[src/rtl/scroll_marquee_if.sv]
// Marquee bus: scroll controls and message in, segment window and step pulses out.
//   en   : prescaler/scroll enable
//   dir  : 0 = text moves left, 1 = text moves right
//   msg  : MSG_LEN active-low glyphs, msg[6:0] is the first character
//   hex  : DIGITS registered active-low glyphs, hex[7*i+:7] drives display i
//   step : one-cycle pulse with the first window after a scroll step
//   wrap : one-cycle pulse with step when the new position is 0
interface scroll_marquee_if #(
    parameter int unsigned DIGITS  = 8,
    parameter int unsigned MSG_LEN = 5
);
    logic                   en;
    logic                   dir;
    logic [7*MSG_LEN-1:0]   msg;
    logic [7*DIGITS-1:0]    hex;
    logic                   step;
    logic                   wrap;

    modport master (output en, dir, msg, input hex, step, wrap);
    modport slave  (input en, dir, msg, output hex, step, wrap);
endinterface

[src/rtl/scroll_marquee.sv]
// Scrolling-text driver for a bank of active-low seven-segment displays.
// The message plus GAP blanks forms a circular tape; a DIGITS-wide window
// slides along it once every DIV enabled cycles.
//   clk : rising-edge clock
//   clr : synchronous active-high reset
//   bus : scroll_marquee_if slave (en, dir, msg in; hex, step, wrap out)
module scroll_marquee #(
    parameter int unsigned DIGITS  = 8,
    parameter int unsigned MSG_LEN = 5,
    parameter int unsigned GAP     = 3,
    parameter int unsigned DIV     = 25000000
) (
    input  logic              clk,
    input  logic              clr,
    scroll_marquee_if.slave   bus
);
    localparam int unsigned TAPE_LEN = MSG_LEN + GAP;
    localparam int unsigned POS_W    = (TAPE_LEN > 1) ? $clog2(TAPE_LEN) : 1;
    localparam int unsigned SUM_W    = POS_W + 1;
    localparam int unsigned CNT_W    = (DIV > 1) ? $clog2(DIV) : 1;

    logic [CNT_W-1:0]       cnt;
    logic [POS_W-1:0]       pos;
    logic [POS_W-1:0]       pos_next_c;
    logic                   tick_c;
    logic                   tick_q;
    logic                   wrap_q;
    logic [7*TAPE_LEN-1:0]  tape_c;
    logic [7*DIGITS-1:0]    hex_next_c;

    // Prescaler terminal count
    always_comb begin
        tick_c = bus.en && (cnt == CNT_W'(DIV - 1));
    end

    // Circular position step in the selected direction
    always_comb begin
        pos_next_c = pos;
        if (bus.dir) begin
            pos_next_c = (pos == '0) ? POS_W'(TAPE_LEN - 1) : pos - POS_W'(1);
        end else begin
            pos_next_c = (pos == POS_W'(TAPE_LEN - 1)) ? '0 : pos + POS_W'(1);
        end
    end

    // Tape: message glyphs followed by blank (all segments off) positions
    always_comb begin
        tape_c                 = '1;
        tape_c[7*MSG_LEN-1:0]  = bus.msg;
    end

    // Per-display tape index: the constant offset is pre-reduced mod TAPE_LEN,
    // so pos + offset < 2*TAPE_LEN and a single conditional subtract suffices.
    for (genvar i = 0; i < DIGITS; i++) begin : g_digit
        localparam int unsigned OFF = (DIGITS - 1 - i) % TAPE_LEN;
        logic [SUM_W-1:0] sum_c;
        logic [SUM_W-1:0] idx_c;
        assign sum_c = SUM_W'(pos) + SUM_W'(OFF);
        assign idx_c = (sum_c >= SUM_W'(TAPE_LEN)) ? sum_c - SUM_W'(TAPE_LEN) : sum_c;
        assign hex_next_c[7*i +: 7] = tape_c[7*idx_c +: 7];
    end

    // State and output registers; step/wrap are delayed one cycle so they
    // line up with the first window drawn from the new position.
    always_ff @(posedge clk) begin
        if (clr) begin
            cnt      <= '0;
            pos      <= '0;
            tick_q   <= 1'b0;
            wrap_q   <= 1'b0;
            bus.hex  <= '1;
            bus.step <= 1'b0;
            bus.wrap <= 1'b0;
        end else begin
            if (bus.en) begin
                cnt <= tick_c ? '0 : cnt + CNT_W'(1);
            end
            if (tick_c) begin
                pos <= pos_next_c;
            end
            tick_q   <= tick_c;
            wrap_q   <= tick_c && (pos_next_c == '0);
            bus.hex  <= hex_next_c;
            bus.step <= tick_q;
            bus.wrap <= wrap_q;
        end
    end
endmodule

[src/flat_wrapper.sv]
// flat-port wrapper written by rule: the top's interface ports become plain ports
module scroll_marquee_flat 
#(
    parameter int unsigned DIGITS  = 8,
    parameter int unsigned MSG_LEN = 5,
    parameter int unsigned GAP     = 3,
    parameter int unsigned DIV     = 25000000
)
  (clk, clr, bus_en, bus_dir, bus_msg, bus_hex, bus_step, bus_wrap);
  scroll_marquee_if #(.DIGITS(DIGITS), .MSG_LEN(MSG_LEN)) bus_i ();
  input  logic clk;
  input  logic clr;
  input wire logic [$bits(bus_i.en)-1:0] bus_en;
  input wire logic [$bits(bus_i.dir)-1:0] bus_dir;
  input wire logic [$bits(bus_i.msg)-1:0] bus_msg;
  output wire logic [$bits(bus_i.hex)-1:0] bus_hex;
  output wire logic [$bits(bus_i.step)-1:0] bus_step;
  output wire logic [$bits(bus_i.wrap)-1:0] bus_wrap;
  assign bus_i.en = bus_en;
  assign bus_i.dir = bus_dir;
  assign bus_i.msg = bus_msg;
  assign bus_hex = bus_i.hex;
  assign bus_step = bus_i.step;
  assign bus_wrap = bus_i.wrap;
  scroll_marquee #(.DIGITS(DIGITS), .MSG_LEN(MSG_LEN), .GAP(GAP), .DIV(DIV)) u_core (.clk(clk), .clr(clr), .bus(bus_i));
endmodule
[config.mk]
export PLATFORM = sky130hd
export DESIGN_NAME = scroll_marquee_flat
export DESIGN_NICKNAME = d
export VERILOG_FILES = /design/src/rtl/scroll_marquee_if.sv /design/src/rtl/scroll_marquee.sv /design/src/flat_wrapper.sv
export SDC_FILE = /design/constraint.sdc
export NUM_CORES = 1
export LEC_CHECK = 0
export CORE_UTILIZATION = 55
export CTS_CLUSTER_DIAMETER = 40
export DETAILED_ROUTE_END_ITERATION = 6
export PLACE_DENSITY = 0.86
export SLEW_MARGIN = 20
export SYNTH_ARGS = -nofsm -noshare
export SYNTH_HDL_FRONTEND = slang
export SYNTH_SLANG_ARGS = --single-unit
[constraint.sdc]
create_clock -name clk -period 10.07 [get_ports clk]
set_clock_uncertainty 0.05 [all_clocks]
set_input_delay 2.014 -clock clk [delete_from_list [all_inputs] [get_ports clk]]
set_output_delay 2.014 -clock clk [all_outputs]
set_load 0.01 [all_outputs]
== After elaboration in Yosys (flattened, before gate mapping) ==
Cells that the tools add are included.
W data, S select, Z words.

* Register bits: 88
* Latch bits: 0
* Memory bits (writable): 0
* Memory bits (read-only): 0
* Output and inout bits: 58
* Word-level logic and storage cells: 67
* Memories kept: 0

* $add $sub $neg: 18
* Multipliers: 8
* Divide/modulo/power cells: 0
* Magnitude comparators: 8
* Eq/ne operators: 2
* Shift operators: 8
* Mux-type cells: 12
* Bitwise logic cells: 0
* Reductions and logical operators: 4

{| class="wikitable"
|+ Operators by type and width
! kind !! count
|-
| $shiftx A56 B8 Y7 || 8
|-
| $mul A3 B4 Y7 const A || 8
|-
| $mux W4 || 8
|-
| $ge A4 B4 Y1 const B || 7
|-
| $sub A4 B4 Y4 const B || 7
|-
| $add A25 B1 Y25 const B || 1
|-
| $eq A25 B25 Y1 const B || 1
|-
| $mux W25 || 1
|-
| $add A3 B3 Y4 const B || 4
|-
| $mux W3 || 3
|-
| $add A3 B2 Y4 const B || 2
|-
| $logic_not A3 Y1 || 2
|-
| $add A3 B1 Y4 const B || 1
|-
| $ge A3 B4 Y1 const B || 1
|-
| $sub A3 B4 Y4 const B || 1
|-
| $add A3 B1 Y3 const B || 1
|-
| $eq A3 B3 Y1 const B || 1
|-
| $sub A3 B1 Y3 const B || 1
|-
| $logic_and A1 B1 Y1 || 2
|}

== Longest topological paths before layout ==
* Word-level depth: 5
* Depth in mapped cells: 11
* Mapped depth without buffers: 6

== Worst setup path before layout ==
Ideal clock, no wire load.

* Path type: input-to-reg
* Start: input port bus_en
* End: register u_core.pos[1]
* Data arrival time: 3.476 ns
* Required time: 9.950 ns
* Path slack: 6.474 ns
* Cell stages on the path: 5
* Buffers on the path: 1
* Cells stage by stage: nand3_1 -> or4_1 -> buf_2 -> or4_1 -> a21oi_1

* Word-level cells in the longest chain between the ends: 1

{| class="wikitable"
|+ Ends and longest elaborated chain
! item !! line !! RTL
|-
| start, declared || flat_wrapper.sv:13 || <nowiki>input wire logic [$bits(bus_i.en)-1:0] bus_en;</nowiki>
|-
| $logic_and A1 B1 Y1 || scroll_marquee.sv:33 || <nowiki>tick_c = bus.en && (cnt == CNT_W'(DIV - 1));</nowiki>
|-
| end signal, assigned || scroll_marquee.sv:79 || <nowiki>pos <= pos_next_c;</nowiki>
|-
| end, declared || scroll_marquee.sv:23 || <nowiki>logic [POS_W-1:0] pos;</nowiki>
|}

No other way between the ends.
A chain may end at the register's enable or synchronous reset.

== Worst setup path in the final report ==
* Start: input port bus_en
* End: register u_core.cnt[7]

* Word-level cells in the longest chain between the ends: 2

{| class="wikitable"
|+ Ends and longest elaborated chain
! item !! line !! RTL
|-
| $logic_and A1 B1 Y1 || scroll_marquee.sv:33 ||
|-
| $mux W25 || scroll_marquee.sv:76 || <nowiki>cnt <= tick_c ? '0 : cnt + CNT_W'(1);</nowiki>
|-
| end signal, assigned || scroll_marquee.sv:76 ||
|-
| end, declared || scroll_marquee.sv:22 || <nowiki>logic [CNT_W-1:0] cnt;</nowiki>
|}

Several ways; a longest one is shown, not always the timed one.

==> results.py <==
metrics = {
    "clocking": {
        "path_clk_slew_ps": 80,
        "cts_resized": 0,
        "cts_max_path_buffers": 2,
        "cts_hold_buf": 0,
        "cts.sinks": 88,
        "cts-root-buf": "clkbuf_8",
        "clock_latency_ps": 360,
        "htreeDepth": 3,
        "postCtsSetupBuffers": 0,
        "cts_tree": "yes",
        "cts-buffers-inserted": 9,
    },
    "die": {
        "die-area_um2": 8470,
        "initial_utilization": 0.574,
        "die_h_um": 92.0,
        "core_area_um2": 7770,
        "die_x_um": 92.0,
        "rows": 32,
        "ios": 97,
    },
    "final_layout": {
        "stdcell_area_um2": 5630,
        "antenna_cells": 0,
        "fin_nets": 601,
        "mostFrequentLayoutCells": "clkdlybuf4s50_1, dfxtp_1, nor2_1, nor3_1",
        "area_growth_pct": 26.2,
        "fill_cells": 594,
        "final_util": 0.724,
        "drive_gt1_frac": 0.114,
        "final_common_cell": "clkdlybuf4s50_1",
    },
    "critical_path": {
        "crit_end": "u_core.cnt[7]",
        "setup.worst_path.start": "bus_en",
        "ff2ff_path_depth": 6,
        "rrSetupSlack_ps": 6780,
        "cp.arrival_ps": 4610,
        "rr_startpoint": "u_core.pos[0]",
        "cp.required_ps": 10270,
        "critPathCaptureType": "register",
        "path_class": "in2reg",
        "worst_setup_path_start_kind": "input port",
        "path_max_fanout": 13,
        "r2r-end": "u_core.bus.hex[42]",
    },
    "power_and_ir_drop": {
        "pwr-share-clk": 0.401,
        "leakage_nw": 2.07,
        "switching_power_uw": 160,
        "switching_share": 0.221,
        "vdd_drop_max_mv": 0.101,
        "comb_power_share": 0.103,
        "p_per_area_nw_per_um2": 128,
        "p_seq_frac": 0.496,
        "p_int_uw": 563,
    },
    "grt": {
        "met3_usage": 0.0680,
        "met2_usage": 0.468,
        "grt_max_degree": 67,
        "grt_use_total": 0.283,
        "grtUsageMet1": 0.356,
        "grt_antenna_before_repair": 0,
        "busiest_layer": "met2",
        "grt_first_pass_wirelength_um": 18300,
        "globalRouteOverflowTotal": 0,
        "grt_pass1_vias": 3682,
    },
    "detailed_routing": {
        "viasPerCell": 6.01,
        "num_vias": 3979,
        "routedWlPerCell_um": 17.0,
        "drc": 0,
        "drt-pass1-iter-count": 5,
        "wl_um": 11300,
        "ant_nets": 0,
        "first_iter_violations": 458,
    },
    "timing": {
        "min_period_ps": 4400,
        "tightest_slew_ps": 1010,
        "finalHoldViolCount": 0,
        "worst_slack_ps": 5670,
        "fin_setup_tns_ps": 0,
        "drv_slew": 0,
        "fmax_mhz": 227,
        "whs_ps": 418,
        "grt_setup_unrepaired": "false",
        "max_slew_margin": 0.327,
        "setup_violations": 0,
        "min_period_over_period": 0.437,
    },
    "synthesis": {
        "avgSynthCellArea_um2": 9.12,
        "synth_edf_count": 0,
        "ys_async_sr_fraction": 0,
        "synth_cell_types": 36,
        "synth_nets": 535,
        "yosys_warnings": 0,
        "syn_inst": 489,
        "ys.flop_type": "dfxtp_1",
        "ys_seq_area_frac": 0.395,
        "synth.cell_area_um2": 4460,
        "ys_ff_latch": 88,
    },
    "run_status": {
        "status": "completed",
    },
    "worst_hold_path": {
        "hold_path.class": "reg2reg",
    },
    "placed_design": {
        "pre_cts_ws_ps": 5310,
        "dp_hpwl_um": 7850,
        "gp_congestion": 0.857,
        "postPlaceCellArea_um2": 5380,
        "port_buffers": 96,
    },
    "flow_run": {
        "cap_violations": 0,
    },
}
-- power by group through the flow --
stage	sequential (mW)	clock [mW]	combinational (mW)
final	0.359	0.290	0.0742
after global routing	0.359	0.310	0.0786
after CTS	0.359	0.293	0.0736
after detailed placement	0.367	0	0.0728
after global placement	0.367	0	0.0712
after floorplan	0.370	0	0.0293
-- worst min path at each step --
stage                   from         endpoint  slack [ps]  cells after the start
6_report       u_core.tick_q  u_core.bus.step         420                      1
4_1_cts        u_core.tick_q  u_core.bus.step         420                      1
3_3_place_gp   u_core.tick_q  u_core.bus.step         390                      1
2_1_floorplan  u_core.tick_q  u_core.bus.step         360                      1
3_5_place_dp   u_core.tick_q  u_core.bus.step         400                      1
5_1_grt        u_core.wrap_q  u_core.bus.wrap         420                      1
-- sequential cells by signal, indices dropped and copies added, names as in the netlist --
register / cells
u_core.tick_q: 1
u_core.bus.wrap: 1
u_core.bus.step: 1
u_core.pos: 3
u_core.bus.hex: 56
u_core.cnt: 25
u_core.wrap_q: 1
-- worst max-delay path, stage by stage --
cell             delay, ps
clkdlybuf4s50_1        570
nand3_1                240
or4_1                  740
o21bai_1               650
buf_4                  310
nor2_1                  70
-- synthesized netlist by cell type (2+ instances only) --
cell type | instances | area, um^2
a211o_1 | 7 | 61.3
a21oi_1 | 29 | 145
and3_1 | 4 | 25.0
buf_1 | 5 | 18.8
buf_2 | 6 | 30.0
clkbuf_1 | 28 | 105
clkbuf_2 | 3 | 15.0
dfxtp_1 | 88 | 1760
ha_1 | 7 | 87.6
inv_1 | 9 | 33.8
mux4_2 | 28 | 631
nand2_1 | 16 | 60.1
nand2b_1 | 6 | 37.5
nand3_1 | 7 | 35.0
nand3b_1 | 7 | 52.6
nand4_1 | 5 | 31.3
nor2_1 | 77 | 289
nor2b_1 | 18 | 113
nor3_1 | 31 | 155
nor4_1 | 4 | 25.0
o21ai_0 | 15 | 75.1
o21bai_1 | 29 | 218
o31ai_1 | 6 | 45.0
or2_2 | 16 | 100
or3_1 | 6 | 37.5
or4_1 | 8 | 60.1
xnor2_1 | 14 | 123
xor2_1 | 2 | 17.5
-- area by class of cell --
class                           instances  area [um^2]  share of cell area
Clock buffer                           11          131              0.0233
Clock inverter                          5          105              0.0187
Inverter                                9         33.8             0.00600
Multi-Input combinational cell        350         2500               0.445
Sequential cell                        88         1760               0.313
Tap cell                              102          128              0.0227
Timing Repair Buffer                   97          963               0.171
-- cells by family after synthesis --
group / share of synthesized area
and+or+nand+nor: 0.239
AOI/OAI and AO/OA: 0.129
DFF: 0.395
buffers and inverters: 0.0455
muxes: 0.141
xor gates and xnor gates: 0.0314
adders and majority gates: 0.0196
-- layer usage --
metal / wire [um] / part of all wire / vias up
met4: 310 / 0.028 / 0
met3: 1070 / 0.095 / 19
met1: 4370 / 0.39 / 1874
met2: 5520 / 0.49 / 232
met5: 0 / 0 / -
li1: - / - / 1854
-- per-stage QoR --
stage / power [mW] / cells
4_1_cts: 0.725 / 662
6_report: 0.723 / 662
3_5_place_dp: 0.440 / 646
2_1_floorplan: 0.400 / 489
5_1_grt: 0.748 / 662
3_3_place_gp: 0.438 / 646
Note: power is estimated with default switching activity, not from simulation.
